[src/rtl/reg_file_pkg.sv]
// Shared constants and sequencer state encoding for the scoreboarded register file.
package reg_file_pkg;

    localparam int DATA_W_DEF = 16;
    localparam int ADDR_W_DEF = 4;

    typedef enum logic {
        ST_IDLE  = 1'b0,
        ST_CLEAR = 1'b1
    } clr_state_e;

endpackage

[src/rtl/reg_file_clear_ctrl.sv]
// Clear sequencer: walks idx over every entry once per clear request.
//
//  state    | meaning
//  ---------+---------------------------------------------------------
//  ST_IDLE  | normal operation, ready high, clr_req accepted
//  ST_CLEAR | zeroing entry clr_idx each cycle, ready low, inputs ignored
module reg_file_clear_ctrl
    import reg_file_pkg::*;
#(
    parameter int ADDR_W = ADDR_W_DEF
) (
    input  logic              clk,
    input  logic              rst,
    input  logic              clr_req,
    output logic              ready,
    output logic              clr_en,
    output logic [ADDR_W-1:0] clr_idx
);

    localparam logic [ADDR_W-1:0] LAST_IDX = '1;

    clr_state_e        state_q;
    clr_state_e        state_d;
    logic [ADDR_W-1:0] idx_q;

    always_ff @(posedge clk or posedge rst) begin
        if (rst) begin
            state_q <= ST_IDLE;
            idx_q   <= '0;
        end else begin
            state_q <= state_d;
            // Wraps to zero naturally on the last entry, so IDLE always restarts at 0.
            idx_q   <= (state_q == ST_CLEAR) ? idx_q + 1'b1 : '0;
        end
    end

    always_comb begin
        state_d = state_q;
        case (state_q)
            ST_IDLE:  if (clr_req) state_d = ST_CLEAR;
            ST_CLEAR: if (idx_q == LAST_IDX) state_d = ST_IDLE;
            default:  state_d = ST_IDLE;
        endcase
    end

    always_comb begin
        ready   = (state_q == ST_IDLE);
        clr_en  = (state_q == ST_CLEAR);
        clr_idx = idx_q;
    end

endmodule

[src/rtl/reg_file_sb.sv]
// Two-read-port register file with per-entry busy scoreboard, write-back bypass
// and a sequenced whole-file clear.
module reg_file_sb
    import reg_file_pkg::*;
#(
    parameter int DATA_W   = DATA_W_DEF,
    parameter int ADDR_W   = ADDR_W_DEF,
    parameter int ZERO_REG = 0,
    parameter int BYPASS   = 1
) (
    input  logic              clk,
    input  logic              rst,
    input  logic              clr_req,
    output logic              ready,
    input  logic [ADDR_W-1:0] rd_addr_a,
    input  logic [ADDR_W-1:0] rd_addr_b,
    output logic [DATA_W-1:0] rd_data_a,
    output logic [DATA_W-1:0] rd_data_b,
    output logic              rd_busy_a,
    output logic              rd_busy_b,
    input  logic              iss_valid,
    input  logic [ADDR_W-1:0] iss_addr,
    input  logic              wb_valid,
    input  logic [ADDR_W-1:0] wb_addr,
    input  logic [DATA_W-1:0] wb_data
);

    localparam int DEPTH = 2 ** ADDR_W;

    logic [DATA_W-1:0] regs [DEPTH];
    logic [DEPTH-1:0]  busy;
    logic              clr_en;
    logic [ADDR_W-1:0] clr_idx;
    logic              wb_ok;
    logic              iss_ok;

    reg_file_clear_ctrl #(
        .ADDR_W (ADDR_W)
    ) u_clear_ctrl (
        .clk     (clk),
        .rst     (rst),
        .clr_req (clr_req),
        .ready   (ready),
        .clr_en  (clr_en),
        .clr_idx (clr_idx)
    );

    always_comb begin
        wb_ok  = ready && wb_valid  && !((ZERO_REG != 0) && (wb_addr  == '0));
        iss_ok = ready && iss_valid && !((ZERO_REG != 0) && (iss_addr == '0));
    end

    // Issue is applied after write-back so a same-address pair leaves the entry busy.
    always_ff @(posedge clk or posedge rst) begin
        if (rst) begin
            for (int i = 0; i < DEPTH; i++) regs[i] <= '0;
            busy <= '0;
        end else if (clr_en) begin
            regs[clr_idx] <= '0;
            busy[clr_idx] <= 1'b0;
        end else begin
            if (wb_ok) begin
                regs[wb_addr] <= wb_data;
                busy[wb_addr] <= 1'b0;
            end
            if (iss_ok) busy[iss_addr] <= 1'b1;
        end
    end

    logic [ADDR_W-1:0] port_addr [2];
    logic [DATA_W-1:0] port_data [2];
    logic              port_busy [2];

    assign port_addr[0] = rd_addr_a;
    assign port_addr[1] = rd_addr_b;

    for (genvar p = 0; p < 2; p++) begin : g_read
        always_comb begin
            port_data[p] = regs[port_addr[p]];
            port_busy[p] = busy[port_addr[p]];
            if ((ZERO_REG != 0) && (port_addr[p] == '0)) begin
                port_data[p] = '0;
                port_busy[p] = 1'b0;
            end else if ((BYPASS != 0) && wb_ok && (wb_addr == port_addr[p])) begin
                port_data[p] = wb_data;
                port_busy[p] = 1'b0;
            end
        end
    end

    assign rd_data_a = port_data[0];
    assign rd_busy_a = port_busy[0];
    assign rd_data_b = port_data[1];
    assign rd_busy_b = port_busy[1];

endmodule

[config.mk]
export PLATFORM = sky130hd
export DESIGN_NAME = reg_file_sb
export DESIGN_NICKNAME = d
export VERILOG_FILES = /design/src/rtl/reg_file_pkg.sv /design/src/rtl/reg_file_clear_ctrl.sv /design/src/rtl/reg_file_sb.sv
export SDC_FILE = /design/constraint.sdc
export NUM_CORES = 1
export LEC_CHECK = 0
export ABC_AREA = 1
export CORE_MARGIN = 1
export CORE_UTILIZATION = 40
export CTS_CLUSTER_DIAMETER = 60
export CTS_CLUSTER_SIZE = 25
export DETAILED_ROUTE_END_ITERATION = 6
export SYNTH_ARGS = -nofsm -noshare
export SYNTH_HDL_FRONTEND = slang
export SYNTH_SLANG_ARGS = --single-unit
[constraint.sdc]
create_clock -name clk -period 13.2 [get_ports clk]
set_input_delay 1.98 -clock clk [delete_from_list [all_inputs] [get_ports clk]]
set_output_delay 1.98 -clock clk [all_outputs]
set_load 0.1 [all_outputs]
## Word level (Yosys, flattened, before mapping)

Cells that the tools add are included.

| cells by class | value |
|---|---|
| reduce and logical (&&, ||, !) cells | 10 |
| muxes and demuxes | 35 |
| bitwise operators | 12 |
| $add $sub $neg | 1 |
| equality and inequality tests | 3 |
| order comparisons | 14 |

Operator list:

| operator | count |
|---|---|
| two-way mux 256 bit | 2 |
| bitwise AND 256 bit | 1 |
| bitwise mux 256 bit | 1 |
| inverter 256 bit | 1 |
| two-way mux 16 bit | 12 |
| binary-select mux 16 bit (select 4 bit) | 2 |
| demux 16 bit (select 4 bit) | 2 |
| bitwise AND 16 bit | 2 |
| inverter 16 bit | 2 |
| less-than comparator 4 x 5 -> 1 bit (second input constant) | 5 |
| greater-or-equal comparator 5 bit (second input constant) | 4 |
| inverter 4 -> 5 bit | 4 |
| OR 16 bit | 1 |
| demux 1 bit (select 4 bit) | 3 |
| greater-or-equal comparator 4 x 1 -> 1 bit (second input constant) | 3 |
| less-than comparator 5 x 1 -> 1 bit (second input constant) | 2 |
| logical AND 1 bit | 9 |
| two-way mux 1 bit | 9 |
| binary-select mux 1 bit (select 4 bit) | 2 |
| == test 4 bit | 2 |
| adder 4 x 1 -> 4 bit (second input constant) | 1 |
| == test 4 bit (second input constant) | 1 |
| two-way mux 4 bit | 1 |
| case mux 1 bit (2 select lines) | 1 |
| 2 further kinds | 2 |

| storage, ports and cells | value |
|---|---|
| flip-flop bits (word level) | 277 |

## Logic depth before layout (Yosys ltp)

| depth | value |
|---|---|
| depth after elaboration | 11 |
| gate-level depth with buffers | 11 |
| depth with buffers taken out | 8 |

## By module

A second synthesis with hierarchy kept.

| second synthesis, totals | value |
|---|---|
| cells, all modules | 2,322 |
| area total of the unflattened synthesis | 16,781.1 µm² |

Modules (own cells, without submodules):

| module | cells each | area an instance (µm²) | instances | seq. area each (µm²) |
|---|---|---|---|---|
| reg_file_sb | 2,299 | 16,574.6 | 1 | 6,806.5 |
| reg_file_clear_ctrl | 23 | 206.4 | 1 | 125.1 |

## Least setup slack after synthesis

Ideal clock, no wire load.

| timing | value |
|---|---|
| kind | input -> output |
| from | in rd_addr_a[1] |
| to | out rd_busy_a |
| data arrival time | 4.113 ns |
| slack | 7.107 ns |
| data required time | 11.220 ns |
| stages | 8 |
| path buffers | 3 |
| cells stage by stage | buf_2 > inv_1 > buf_2 > buf_2 > o211ai_1 > nand3_1 > a21oi_1 > nor2_1 |

| between the ends | value |
|---|---|
| word-level cells in the longest chain between the ends | 3 |
| elaborated cells between the ends (all ways) | 5 |

RTL lines:

| what | line | RTL |
|---|---|---|
| start, declared | reg_file_sb.sv:15 | `input logic [ADDR_W-1:0] rd_addr_a,` |
| binary-select mux 1 bit (select 4 bit) / == test 4 bit (equally long branches) | reg_file_sb.sv:80, reg_file_sb.sv:84 |  |
| two-way mux 1 bit (not written as such) / logical AND 1 bit (equally long branches) | reg_file_sb.sv:80, reg_file_sb.sv:84 |  |
| two-way mux 1 bit (*) | reg_file_sb.sv:84 | `end else if ((BYPASS != 0) && wb_ok && (wb_addr == port_addr[p])) begin` |
| end, declared | reg_file_sb.sv:19 | `output logic rd_busy_a,` |

Mark *: on every way between the ends. The rest lies on a longest branch, timed or not. The select of a mux whose other input is x is not followed.

## Final worst setup path

| timing | value |
|---|---|
| from | in rd_addr_b[3] |
| to | out rd_busy_b |

| between the ends | value |
|---|---|
| word-level cells in the longest chain between the ends | 3 |
| elaborated cells between the ends (all ways) | 5 |

RTL lines:

| what | line | RTL |
|---|---|---|
| start, declared | reg_file_sb.sv:16 | `input logic [ADDR_W-1:0] rd_addr_b,` |
| binary-select mux 1 bit (select 4 bit) / == test 4 bit (equally long branches) | reg_file_sb.sv:80, reg_file_sb.sv:84 |  |
| two-way mux 1 bit (not written as such) / logical AND 1 bit (equally long branches) | reg_file_sb.sv:80, reg_file_sb.sv:84 |  |
| two-way mux 1 bit (*) | reg_file_sb.sv:84 |  |
| end, declared | reg_file_sb.sv:20 | `output logic rd_busy_b,` |

Marked as above.

==> impl_results.md <==
- Status: complete, but fails checks
- Failing checks: design-rule violations
- Critical Path Start Type: input port
- P&R area growth vs syn: 11.0%
- Yosys warning total: 0
- Ports: 72
- Layout Skew: 15.9 ps
- Hold path start: u_clear_ctrl.clr_idx[0]
- CP Max Fanout: 20
- Critical Path End Type: output port
- Power share of the combinational group: 34.3%
- Vias in the first global route: 16893
- Worst VDD drop: between 0.1 and 0.15 mV
- Net count, final: 2344
- Internal Power: 1.82 mW
- Antenna viol nets, final: 0
- Core Util, Final: 45.2%
- DRT iter0 DRCs: 2394
- Mapped Nets: 2382
- WL/cell: between 20 and 25 um
- Worst Path Arrival: 6000 ps
- Core region area: 41000 sq um
- CTS root buffer: clkbuf_16
- Worst Hold Depth: 1
- Adder-cell area share of the yosys netlist: 0.300%
- Hold WC Path Type: register to register
- Setup Crit Path Kind: input port to output port
- Vias: 17457
- Max Freq: 125 MHz
- Syn_area_per_cell: 7.14 sq um
- I/O Buffers: 71
- PwrDens: between 150 and 200 nW/um^2
- DP Area: 17500 sq um
- Die X: 206 um
- Grt ovf: 0
- RSZ-0062 raised after global routing: false
- Largest family of logic cells by synthesized area: simple AND/OR/NAND/NOR gates
- Seq pwr share: a little over a third
- Cell variety after synth: 34
- Postcts setup bufs: 0
- Clk pwr share: 30.6%
- Post-Layout Inst Area: 18500 sq um
- Die Y: 206 um
- Die Footprint: 42600 sq um
- Worst hold slack: 528 ps
- Largest net degree at the start of global routing: between 100 and 150
- Post-Syn Instances: 2341
- Num rows: 74
- TritonCTS clock tree: done
- R2r setup slk: between 9000 and 10000 ps
- Worst r2r src: u_clear_ctrl.clr_en
- CTS sink count: 277
- Sw Pwr: about 1.2 mW
- Post-CTS Hold Fix Bufs: 0
- DRC Markers: 10
- CP required: 11220 ps
- Worst-skew pair later-pin latency: 590 ps
- Register area share after synthesis: between 40% and 50%
- Setup TNS: 0 ps
- Max-slew violation count: 0
- Deepest clock path buffer count: 3
- Slew @ Worst Pin: between 1000 and 1500 ps
- Leak: 9.34 nW
- FF-to-FF path depth: 4
- Minimum clock period after layout: 7980 ps
- CTS Buf Count: 30
- Share of layout cells above drive strength 1: under 10%
- Max capacitance violation total: 0
- Area of the mapped netlist: 16700 sq um
- Post-route clock period utilization: 60.4%
- Post-CTS resize count: 0
- GRT Total Usage: between 30% and 40%
- First-pass GRT wire length: between 100 and 150 mm
- Synth Area in Compound Gates: about an eighth
- Final setup vio count: 0
- Total Wirelength: 67.7 mm
- Post-Synth Simple-Gate Area: 32.7%
- Rel. slew slack: 13.1%
- Initial antenna violation count: 0
- Hold EP: u_clear_ctrl.clr_idx[0]
- DR pass1 iterations: 7
- H-Tree Level Count: 1
- Initial core utilization: roughly 41%
- Synthesis-stage register bit count: 277
- Sw Ratio: between 40% and 50%
- Final GP Congestion: 0.867
- Via/cell ratio: ~6.1
- Clk slew on worst S/H paths: 60 ps
- Xor/xnor share of the synthesized area: 0%
- ANT cells: 0
- PnR Total Power: ~3 mW
- Final Hold Violating Endpoints: 0
- Multiplexer share of the synthesized area: 0%
- Reg2reg end: regs[235]
- Detailed placement HPWL: between 30 and 40 mm
area by class of cell:
class                           count  area, sq um
Fill cell                        4168        22500
Multi-Input combinational cell   1562         7700
Sequential cell                   277         6930
Inverter                          331         1250
Timing Repair Buffer              101          911
Clock buffer                       32          779
Tap cell                          532          666
Clock inverter                     24          299
cells in the mapped netlist:
cell	n	share of area, %
o21ai_2	9	0.47
clkinv_1	4	0.090
a21oi_4	2	0.19
nand3_4	3	0.31
nand3_2	13	0.78
o21ai_1	2	0.060
buf_2	74	2.2
o21a_1	2	0.090
o211ai_1	10	0.45
a22oi_1	7	0.31
o22ai_1	250	9.4
o31ai_4	2	0.25
buf_1	13	0.29
ha_1	4	0.30
nand2_1	666	15
nand2_2	3	0.11
buf_4	14	0.63
nor2_1	31	0.70
nor3_1	4	0.12
nand3_1	467	14
nor2_4	5	0.34
buf_8	1	0.090
inv_1	319	7.2
o31ai_1	1	0.045
dfrtp_1	277	41
o22ai_2	10	0.75
o21ai_0	10	0.30
a21oi_1	24	0.72
o31ai_2	1	0.075
inv_2	8	0.18
nor2_2	2	0.075
buf_6	6	0.40
nand4_1	34	1.3
clkbuf_1	63	1.4
critical path, stage by stage:
cell	delay, ps
clkdlybuf4s50_1	450
buf_4	350
clkinv_1	810
o21ai_1	500
a21oi_4	200
nand3_4	300
nand2_1	90
nor2_1	140
clkdlybuf4s50_1	1160
registers in the layout, indices dropped and copies added, names as in the netlist:
name                  cells
busy                     16
regs                    256
u_clear_ctrl.clr_en       1
u_clear_ctrl.clr_idx      4
through the flow:
step,setup WS (ps),std cells
final,5220,2859
after CTS,5300,2859
after global routing,5190,2859
after detailed placement,5310,2803
after global placement,5360,2803
after floorplan,3580,2341
power by group through the flow:
stage	combinational (mW)	sequential, mW	clock [mW]
floorplan	0.754	1.07	0
global placement	1.01	1.09	0
detailed placement	1.02	1.09	0
CTS	1.03	1.07	0.943
global route	1.14	1.09	0.973
finish	1.05	1.07	0.939
metal layers:
layer / vias up / global-route usage (%) / part of all wire, %
li1: 7692 / - / -
met1: 8285 / 43.9 / 41
met2: 1217 / 47.4 / 42
met3: 263 / 6.72 / 12
met4: 0 / 16.5 / 5.8
met5: - / 0 / 0
worst max path at each step:
stage	startpoint	to	slack [ps]	depth (start not counted)
floorplan	rst	busy[0]	3580	1
global placement	rd_addr_b[3]	rd_data_b[9]	5360	9
detailed placement	rd_addr_b[3]	rd_busy_b	5310	9
CTS	rd_addr_b[3]	rd_busy_b	5300	9
global route	rd_addr_b[3]	rd_busy_b	5190	9
finish	rd_addr_b[3]	rd_busy_b	5220	9
cell usage in the layout (no fill, tap or decap), types with 2 or more instances in the layout:
master,count
nand2_1,666
nand3_1,467
inv_1,316
dfrtp_1,277
o22ai_1,250
clkdlybuf4s50_1,65
nand4_1,34
buf_4,32
nor2_1,31
clkbuf_16,31
a21oi_1,24
nand3_2,13
o21ai_0,10
o211ai_1,10
o22ai_2,10
o21ai_2,9
inv_2,8
a22oi_1,7
nor2_4,5
inv_8,5
inv_6,5
clkinvlp_4,5
clkinv_1,4
nor3_1,4
ha_1,4
bufinv_16,4
buf_2,4
nand3_4,3
o31ai_4,3
nand2_2,3
clkinv_4,3
inv_4,2
o21ai_1,2
a21oi_4,2
nor2_2,2
o21a_1,2
clkinv_2,2
logic make-up after synthesis:
family | count (synthesis)
compound gates | 330
flops | 277
buf+inv | 502
simple gates | 1228
fa+ha+maj | 4
Note: power is estimated with default switching activity, not from simulation.
